## config.mk

```make
export PLATFORM = sky130hd
export DESIGN_NAME = scoreboard_ctrl
export DESIGN_NICKNAME = d
export VERILOG_FILES = /design/src/rtl/scoreboard_ctrl.sv
export SDC_FILE = /design/constraint.sdc
export NUM_CORES = 1
export LEC_CHECK = 0
export BUFFER_PORTS_ARGS = -buffer_cell sky130_fd_sc_hd__buf_2
export CAP_MARGIN = 15
export CORE_MARGIN = 1.5
export CORE_UTILIZATION = 37
export CTS_CLUSTER_DIAMETER = 100
export DETAILED_ROUTE_END_ITERATION = 10
export PLACE_DENSITY = 0.66
export SLEW_MARGIN = 20
export SYNTH_ARGS = -nofsm -noshare
export SYNTH_HDL_FRONTEND = slang
export SYNTH_SLANG_ARGS = --single-unit
```

## constraint.sdc

```tcl
create_clock -name clk -period 2.2 [get_ports clk]
set_input_delay 0.11 -clock clk [delete_from_list [all_inputs] [get_ports clk]]
set_output_delay 0.11 -clock clk [all_outputs]
set_load 0.01 [all_outputs]
```

## src/rtl/scoreboard_ctrl.sv

```systemverilog
// ---------------------------------------------------------------------------
// scoreboard_ctrl
//
// CDC 6600-style scoreboard controller. Accepts at most one instruction per
// cycle and tracks, for every functional unit (FU), its destination and
// source registers (Fi/Fj/Fk), the FUs producing its sources (Qj/Qk) and
// whether those sources are ready to read (Rj/Rk). For every architectural
// register it tracks which FU, if any, will write it (result status).
// Each FU walks IDLE -> ISSUED -> EXEC -> WAIT_WB -> IDLE. The controller
// blocks on structural, WAW, RAW and WAR hazards. The FU datapaths and the
// register file live outside; this block only emits grant pulses and the
// write-back register number.
//
// Ports:
//   clk       system clock
//   rst       asynchronous active-low reset
//   in_valid  instruction offered
//   in_ready  instruction can issue this cycle (combinational)
//   in_fu     target functional unit
//   in_dst    destination register
//   in_src1   source register j
//   in_src2   source register k
//   rd_grant  per-FU pulse: read operands and start executing
//   fu_done   per-FU pulse from the datapath: execution complete
//   wb_grant  one-hot registered pulse: FU may write its result
//   wb_reg    destination register of the granted writer (registered)
//   fu_busy   per-FU occupied flag (state != IDLE)
// ---------------------------------------------------------------------------
module scoreboard_ctrl #(
    parameter int n_fu  = 4,
    parameter int n_reg = 8,
    parameter int w_fu  = $clog2(n_fu),
    parameter int w_reg = $clog2(n_reg)
) (
    input  logic             clk,
    input  logic             rst,
    input  logic             in_valid,
    output logic             in_ready,
    input  logic [w_fu-1:0]  in_fu,
    input  logic [w_reg-1:0] in_dst,
    input  logic [w_reg-1:0] in_src1,
    input  logic [w_reg-1:0] in_src2,
    output logic [n_fu-1:0]  rd_grant,
    input  logic [n_fu-1:0]  fu_done,
    output logic [n_fu-1:0]  wb_grant,
    output logic [w_reg-1:0] wb_reg,
    output logic [n_fu-1:0]  fu_busy
);

    typedef enum logic [1:0] {
        FU_IDLE    = 2'd0,
        FU_ISSUED  = 2'd1,
        FU_EXEC    = 2'd2,
        FU_WAIT_WB = 2'd3
    } fuState_t;

    // Per-FU state and scoreboard fields
    fuState_t         r_state     [n_fu];
    fuState_t         w_nextState [n_fu];
    logic [w_reg-1:0] r_fi        [n_fu];
    logic [w_reg-1:0] r_fj        [n_fu];
    logic [w_reg-1:0] r_fk        [n_fu];
    logic [w_fu-1:0]  r_qj        [n_fu];
    logic [w_fu-1:0]  r_qk        [n_fu];
    logic [n_fu-1:0]  r_rj;
    logic [n_fu-1:0]  r_rk;

    // Register result status: valid bit plus producing FU
    logic [n_reg-1:0] r_rsValid;
    logic [w_fu-1:0]  r_rsFu [n_reg];

    // Registered write-back grant
    logic [n_fu-1:0]  r_wbGrant;
    logic [w_reg-1:0] r_wbReg;

    // Combinational helpers
    logic [n_fu-1:0]  w_busy;
    logic [n_fu-1:0]  w_issuedVec;
    logic [n_fu-1:0]  w_rdGrant;
    logic             w_issue;
    logic [n_fu-1:0]  w_issueOh;
    logic             w_srcJBusy;
    logic             w_srcKBusy;
    logic [w_fu-1:0]  w_srcJFu;
    logic [w_fu-1:0]  w_srcKFu;
    logic             w_issueRj;
    logic             w_issueRk;
    logic [w_fu-1:0]  w_issueQj;
    logic [w_fu-1:0]  w_issueQk;
    logic             w_wbFire;
    logic [w_fu-1:0]  w_wbFu;
    logic [n_fu-1:0]  w_effRj;
    logic [n_fu-1:0]  w_effRk;
    logic [n_fu-1:0]  w_cand;
    logic [n_fu-1:0]  w_war;
    logic [n_fu-1:0]  w_elig;
    logic [n_fu-1:0]  w_wbSelOh;
    logic [w_fu-1:0]  w_wbSel;
    logic             w_wbAny;

    // FU state register: the first of the three FSM processes.
    always_ff @(posedge clk or negedge rst) begin
        if (!rst) begin
            for (int f = 0; f < n_fu; f++) begin
                r_state[f] <= FU_IDLE;
            end
        end else begin
            for (int f = 0; f < n_fu; f++) begin
                r_state[f] <= w_nextState[f];
            end
        end
    end

    // Next-state logic for every FU. An FU leaves WAIT_WB only at the end of
    // the cycle in which its registered wb_grant is high, which keeps it busy
    // through the grant cycle so a same-cycle issue to it is blocked.
    always_comb begin
        for (int f = 0; f < n_fu; f++) begin
            w_nextState[f] = r_state[f];
            unique case (r_state[f])
                FU_IDLE: begin
                    if (w_issueOh[f]) w_nextState[f] = FU_ISSUED;
                end
                FU_ISSUED: begin
                    if (w_rdGrant[f]) w_nextState[f] = FU_EXEC;
                end
                FU_EXEC: begin
                    if (fu_done[f]) w_nextState[f] = FU_WAIT_WB;
                end
                FU_WAIT_WB: begin
                    if (r_wbGrant[f]) w_nextState[f] = FU_IDLE;
                end
                default: w_nextState[f] = FU_IDLE;
            endcase
        end
    end

    // FSM outputs: busy flags, read-operand grants and the issue handshake.
    // in_ready uses the registered result status, so a destination whose
    // producer is writing back this very cycle still stalls for one cycle.
    always_comb begin
        w_busy      = '0;
        w_issuedVec = '0;
        w_rdGrant   = '0;
        for (int f = 0; f < n_fu; f++) begin
            w_busy[f]      = (r_state[f] != FU_IDLE);
            w_issuedVec[f] = (r_state[f] == FU_ISSUED);
            w_rdGrant[f]   = (r_state[f] == FU_ISSUED) && r_rj[f] && r_rk[f];
        end
        in_ready = rst && !w_busy[in_fu] && !r_rsValid[in_dst];
        w_issue  = in_valid && in_ready;
        w_issueOh = '0;
        for (int f = 0; f < n_fu; f++) begin
            w_issueOh[f] = w_issue && (in_fu == w_fu'(f));
        end
    end

    // Source operand lookup at issue. The result status is read before the
    // issuing instruction updates it, so a source equal to the destination
    // refers to the previous producer. A producer that holds wb_grant this
    // cycle is writing the value now, so the operand counts as ready.
    always_comb begin
        w_srcJBusy = r_rsValid[in_src1];
        w_srcKBusy = r_rsValid[in_src2];
        w_srcJFu   = r_rsFu[in_src1];
        w_srcKFu   = r_rsFu[in_src2];
        w_issueQj  = w_srcJBusy ? w_srcJFu : '0;
        w_issueQk  = w_srcKBusy ? w_srcKFu : '0;
        w_issueRj  = !w_srcJBusy || r_wbGrant[w_srcJFu];
        w_issueRk  = !w_srcKBusy || r_wbGrant[w_srcKFu];
    end

    // Decode the FU currently holding the write-back grant.
    always_comb begin
        w_wbFire = |r_wbGrant;
        w_wbFu   = '0;
        for (int f = 0; f < n_fu; f++) begin
            if (r_wbGrant[f]) w_wbFu = w_fu'(f);
        end
    end

    // Write-back arbitration, evaluated one cycle ahead because the grant is
    // registered. Candidates are FUs already waiting to write, or finishing
    // execution this cycle. A candidate is held off while any issued FU still
    // needs to read the old value of its destination (WAR). An FU that is
    // reading its operands this cycle no longer needs them by the time the
    // registered grant appears, so its pending reads are masked out.
    always_comb begin
        w_effRj   = w_issuedVec & r_rj & ~w_rdGrant;
        w_effRk   = w_issuedVec & r_rk & ~w_rdGrant;
        w_cand    = '0;
        w_war     = '0;
        w_elig    = '0;
        w_wbSelOh = '0;
        w_wbSel   = '0;
        w_wbAny   = 1'b0;
        for (int f = 0; f < n_fu; f++) begin
            w_cand[f] = ((r_state[f] == FU_WAIT_WB) ||
                         ((r_state[f] == FU_EXEC) && fu_done[f])) &&
                        !r_wbGrant[f];
            for (int g = 0; g < n_fu; g++) begin
                if (((r_fj[g] == r_fi[f]) && w_effRj[g]) ||
                    ((r_fk[g] == r_fi[f]) && w_effRk[g])) begin
                    w_war[f] = 1'b1;
                end
            end
            w_elig[f] = w_cand[f] && !w_war[f];
        end
        for (int f = 0; f < n_fu; f++) begin
            if (w_elig[f] && !w_wbAny) begin
                w_wbAny      = 1'b1;
                w_wbSelOh[f] = 1'b1;
                w_wbSel      = w_fu'(f);
            end
        end
    end

    // Write-back grant and register number are registered outputs.
    always_ff @(posedge clk or negedge rst) begin
        if (!rst) begin
            r_wbGrant <= '0;
            r_wbReg   <= '0;
        end else begin
            r_wbGrant <= w_wbSelOh;
            r_wbReg   <= w_wbAny ? r_fi[w_wbSel] : '0;
        end
    end

    // Register result status. A write-back frees its destination; an issue
    // claims one. They never target the same register in one cycle because
    // issue stalls while the destination still has a producer.
    always_ff @(posedge clk or negedge rst) begin
        if (!rst) begin
            r_rsValid <= '0;
            for (int r = 0; r < n_reg; r++) begin
                r_rsFu[r] <= '0;
            end
        end else begin
            if (w_wbFire) begin
                r_rsValid[r_fi[w_wbFu]] <= 1'b0;
            end
            if (w_issue) begin
                r_rsValid[in_dst] <= 1'b1;
                r_rsFu[in_dst]    <= in_fu;
            end
        end
    end

    // Per-FU scoreboard fields. Issue loads all fields. A read-operand grant
    // clears Rj/Rk so the operands no longer block a WAR writer. A write-back
    // wakes every issued FU whose pending source was produced by the writer.
    always_ff @(posedge clk or negedge rst) begin
        if (!rst) begin
            r_rj <= '0;
            r_rk <= '0;
            for (int f = 0; f < n_fu; f++) begin
                r_fi[f] <= '0;
                r_fj[f] <= '0;
                r_fk[f] <= '0;
                r_qj[f] <= '0;
                r_qk[f] <= '0;
            end
        end else begin
            for (int f = 0; f < n_fu; f++) begin
                if (w_issueOh[f]) begin
                    r_fi[f] <= in_dst;
                    r_fj[f] <= in_src1;
                    r_fk[f] <= in_src2;
                    r_qj[f] <= w_issueQj;
                    r_qk[f] <= w_issueQk;
                    r_rj[f] <= w_issueRj;
                    r_rk[f] <= w_issueRk;
                end else if (w_rdGrant[f]) begin
                    r_rj[f] <= 1'b0;
                    r_rk[f] <= 1'b0;
                end else if (w_issuedVec[f] && w_wbFire) begin
                    if (!r_rj[f] && (r_qj[f] == w_wbFu)) r_rj[f] <= 1'b1;
                    if (!r_rk[f] && (r_qk[f] == w_wbFu)) r_rk[f] <= 1'b1;
                end
            end
        end
    end

    assign rd_grant = w_rdGrant;
    assign fu_busy  = w_busy;
    assign wb_grant = r_wbGrant;
    assign wb_reg   = r_wbReg;

endmodule

```

# Word-level counts from Yosys, hierarchy flattened
# Cells that the tools add are included.
# op_classes
magnitude_cmp	15
n_eq_ne	71
mux	117
bitwise	13
reduce_logical	156
# ops
operator	n
3-bit == test	32
1-bit logical AND	77
1-bit two-way mux	65
2-bit two-way mux	27
3-bit nonzero test	12
2-bit case mux with 4 select lines	4
2-bit inequality test, second input constant	12
1-bit zero test	23
1-bit logical OR	22
2-bit == test, second input constant	10
4-bit AND	4
16-bit bitwise mux	1
2-bit == test	8
3-bit by 4-bit less-than comparator with 1-bit output, second input constant	4
8-bit two-way mux	2
2-bit AND reduction	8
4-bit AND reduction	4
3-bit two-way mux	5
2-bit binary-select mux with 3-bit select	2
3-bit binary-select mux with 2-bit select	2
4-bit >= comparator, second input constant	3
3-bit inverter with 4-bit output	3
2-bit by 1-bit == test with 1-bit output, second input constant	5
2-bit zero test	5
16 further kinds	32
# totals
regBits	99
inputBits	18

# Logic depth before layout (Yosys ltp)
# logic_depth
ltp_word	28
depth_mapped	10
mapped_depth_nobuf	8

# Least setup slack after synthesis
# OpenSTA, ideal clock, no wires.
# synth_timing
kind	register -> register
from	register r_state[0] in the netlist's numbering
to	register r_state[5] in the netlist's numbering
arrival_time_ns	2.349
path_slack_ns	-0.273
path_stages_with_launch	10
path_buffers	1
period_less_slack_ns	2.473
cell_sequence	dfrtp_1 -> inv_1 -> ha_1 -> mux4_2 -> nand2_1 -> nor2_4 -> and4b_1 -> buf_2 -> o21ai_0 -> mux2_2
# synth_between
elab_chain_cells	10
# synth_lines
element	line_no	text
start: declaration	58	fuState_t r_state [n_fu];
start signal: indexed assignment	109	r_state[f] <= w_nextState[f];
2-bit nonzero test	146	w_busy[f] = (r_state[f] != FU_IDLE);
1-bit binary-select mux with 2-bit select	150	in_ready = rst && !w_busy[in_fu] && !r_rsValid[in_dst];
1-bit two-way mux (not written as such)	150	
1-bit zero test	150	
1-bit logical AND (2 in series)	150	
net in_ready	38	output logic in_ready,
1-bit logical AND	151	w_issue = in_valid && in_ready;
1-bit logical AND	154	w_issueOh[f] = w_issue && (in_fu == w_fu'(f));
2-bit inequality test (no source line)	n/a	
4-bit AND reduction (no source line)	n/a	
# The timed path passes the listed nets, and every way through them passes these cells. The select of a mux whose other input is x is not followed.
# A chain may end at the register's enable or synchronous reset.

# Final worst setup path
# layout_timing
from	register r_rsValid[7]
to	register r_qj[4] in the netlist's numbering
# layout_between
elab_chain_cells	6
word_cells_on_any_way	9
cone_classes	mux: 5; reduce/logical: 4
# layout_lines
element	line_no	text
start: declaration	69	logic [n_reg-1:0] r_rsValid;
start signal: assignment	234	r_rsValid <= '0;
start signal: indexed assignment	240	r_rsValid[r_fi[w_wbFu]] <= 1'b0;
start signal: indexed assignment	243	r_rsValid[in_dst] <= 1'b1;
1-bit binary-select mux with 3-bit select	150	
1-bit two-way mux (not written as such)	150	
1-bit zero test	150	
1-bit logical AND	150	
1-bit logical AND	151	
1-bit logical AND	154	
end signal: indexed assignment	269	r_qj[f] <= w_issueQj;
end: declaration	63	logic [w_fu-1:0] r_qj [n_fu];
# Several ways; a longest one is shown, not always the timed one. The select of a mux whose other input is x is not followed.

==> flow_summary.json <==
{
  "startpoint": "r_rsValid[7]",
  "grt_max_degree": 54,
  "drive_gt1_share_pct": 45.45,
  "dpl.hpwl_um": 13830,
  "fp.dieArea_um2": 18480,
  "place.gp.congestion": 0.9222,
  "clock_path_buffers": 2,
  "violations": "setup timing",
  "synth.top_cells.by_count": "dfrtp_1 (99), xnor2_1 (84), mux2_2 (68)",
  "hold_path.startpoint": "fu_done[3]",
  "drv_cap": 0,
  "startpoint_type": "register",
  "relSlewSlack_pct": 53.00,
  "setup_viol": 63,
  "critPathArrivalTime_ns": 2.63,
  "top_usage_layer": "met2",
  "antenna_cells": 0,
  "ios": 34,
  "first_global_vias": 5311,
  "synthDistinctLibCells": 43,
  "grt_usage_pct": 21.46,
  "hold_ws_ns": 0.1955,
  "hp-class": "in -> reg",
  "fin_skew_ns": 0.007652,
  "yosysWarnings": 0,
  "start_util_pct": 37.81,
  "fin_util_pct": 49.70,
  "timing.final.ws_setup_ns": -0.1838,
  "fill_cells": 1479,
  "die-height_um": 136.0,
  "io_buffers": 33,
  "cp_max_fo": 7,
  "cts-buffers-inserted": 9,
  "p_per_area_nw_per_um2": 1367,
  "cts_sinks": 99,
  "fmax_ghz": 0.4195,
  "dp_cells": 897,
  "place_ws_ns": -0.1740,
  "ir_drop_mv": 0.5314,
  "synth-edff-count": 0,
  "worstMarginPinSlew_ns": 0.7050,
  "first_pass_iters": 5,
  "grt_setup_unrepaired": "yes",
  "crit_type": "reg -> reg",
  "synth_area_um2": 6540,
  "cts-htree-levels": 3,
  "synth_nets": 649,
  "num-nets-final": 748,
  "gr-total-overflow": 0,
  "tns_ns": -6.139,
  "synth-seq-area-share_pct": 37.88,
  "yosys-top-cells-area": "dfrtp_1 (38%), mux2_2 (12%), xnor2_1 (11%)",
  "row_count": 48,
  "yosysTopAreaCell": "dfrtp_1",
  "path_clk_slew_ns": 0.07,
  "status": "complete, but fails checks",
  "drt-total-wl_um": 19730,
  "use_met3_pct": 3.729,
  "wl_per_cell_um": 20.99,
  "leakage_nw": 3.868,
  "grtUsageMet1_pct": 27.68,
  "grt_pass1_wl_um": 29890,
  "use_met2_pct": 34.77,
  "regMostFlops": "r_rsFu",
  "hold_violations": 0,
  "placed_cell_area_um2": 7472,
  "ant_nets": 0,
  "vias": 5214,
  "ys.flop_type": "dfrtp_1",
  "finalInstanceArea_um2": 8597,
  "end_kind": "register",
  "clk_latency_ns": 0.36,
  "yosysMostFrequentCell": "dfrtp_1",
  "drv_slew": 0,
  "cts_tree": "built",
  "drt_iter0_drc": 393,
  "async_reset_ff_share_pct": 100.0,
  "largest_reg_flops": 16,
  "grt_antenna_before_repair": 0,
  "syn2layout_area_growth_pct": 31.45,
  "root_buffer": "clkbuf_16",
  "p_total_mw": 11.75,
  "synth_top_area_share_pct": 37.88,
  "stdcell_count": 940,
  "cp.required_ns": 2.45,
  "final.period_utilization_pct": 108.4,
  "worstReg2RegStart": "r_rsValid[7]",
  "core_um2": 17300,
  "die_w_um": 136.0,
  "syn_inst": 611,
  "ys_seq_elements": 99,
  "postSynthAreaPerCell_um2": 10.70,
  "period_needed_ns": 2.384,
  "via_per_inst": 5.547,
  "drc_errors": 0
}
## cell usage in the layout, fill, tap and decap left out, types with 5 or more instances in the layout
| master | count |
|---|---|
| a21oi_1 | 13 |
| and3b_2 | 6 |
| buf_2 | 32 |
| buf_4 | 84 |
| buf_6 | 24 |
| clkbuf_16 | 9 |
| dfrtp_1 | 98 |
| ha_1 | 11 |
| ha_2 | 5 |
| inv_1 | 23 |
| mux2_2 | 20 |
| mux2_4 | 52 |
| mux2i_1 | 22 |
| mux4_2 | 15 |
| nand2_1 | 16 |
| nand3_1 | 14 |
| nand3_2 | 6 |
| nand4_1 | 22 |
| nor2_1 | 13 |
| nor3_1 | 7 |
| o21ai_0 | 19 |
| xnor2_1 | 84 |
| xor2_1 | 28 |
## area by class of cell
type                            instances  area [um^2]  share of cell area [%]
Tap cell                              225        281.5                   3.275
Multi-Input combinational cell        428         4317                   50.21
Inverter                               27        101.3                   1.179
Clock inverter                          7        52.55                  0.6113
Timing Repair Buffer                  145         1141                   13.27
Sequential cell                        99         2479                   28.83
Clock buffer                            9        225.2                   2.620
## kinds of logic after synthesis
group	synth area share (%)
simple gates	11.42
xor+xnor	15.00
mux	21.22
flops	37.88
buf+inv	5.108
compound gates	5.548
fa+ha+maj	3.826
## layer usage
metal  share of wire (%)  wire length [um]
met1                  43              8436
met5                   0                 0
met4                 3.1               602
met2                  49              9691
met3                 5.1              1001
## worst paths after layout
| path | endpoint | slack (ns) | cells after the start |
|---|---|---|---|
| worst max-delay path | r_qj[4] | -0.18 | 7 |
| worst min-delay path | r_state[0] | 0.20 | 5 |
| worst max register to register | r_qj[4] | -0.18 | 7 |
| worst min register to register | r_rsFu[15] | 0.53 | 1 |
| max in group asynchronous | r_fi[6] | 0.62 | 4 |
| min in group asynchronous | r_state[1] | 0.41 | 3 |
## critical path: stages (launching register included)
cell,delay (ns)
dfrtp_1,0.38
mux4_2,0.48
mux2_4,0.30
nor2_4,0.15
buf_4,0.13
and4b_4,0.32
buf_6,0.17
mux2_2,0.33
## power breakdown
part | total, mW | switching [mW] | internal [mW]
Sequential | 3.41 | 0.957 | 2.46
Clock | 1.54 | 0.770 | 0.774
Combinational | 6.79 | 3.20 | 3.59
Total | 11.7 | 4.93 | 6.82
## timing repair
action                                  CTS  global route
pin swaps                                15            25
gates resized for setup                  77            87
cloned                                    2             0
hold buffers                              1             0
endpoints found under the hold margin    46             0
endpoints found under the setup margin   80            88
buffers inserted                         11            15
Note: power is estimated with default switching activity, not from simulation.
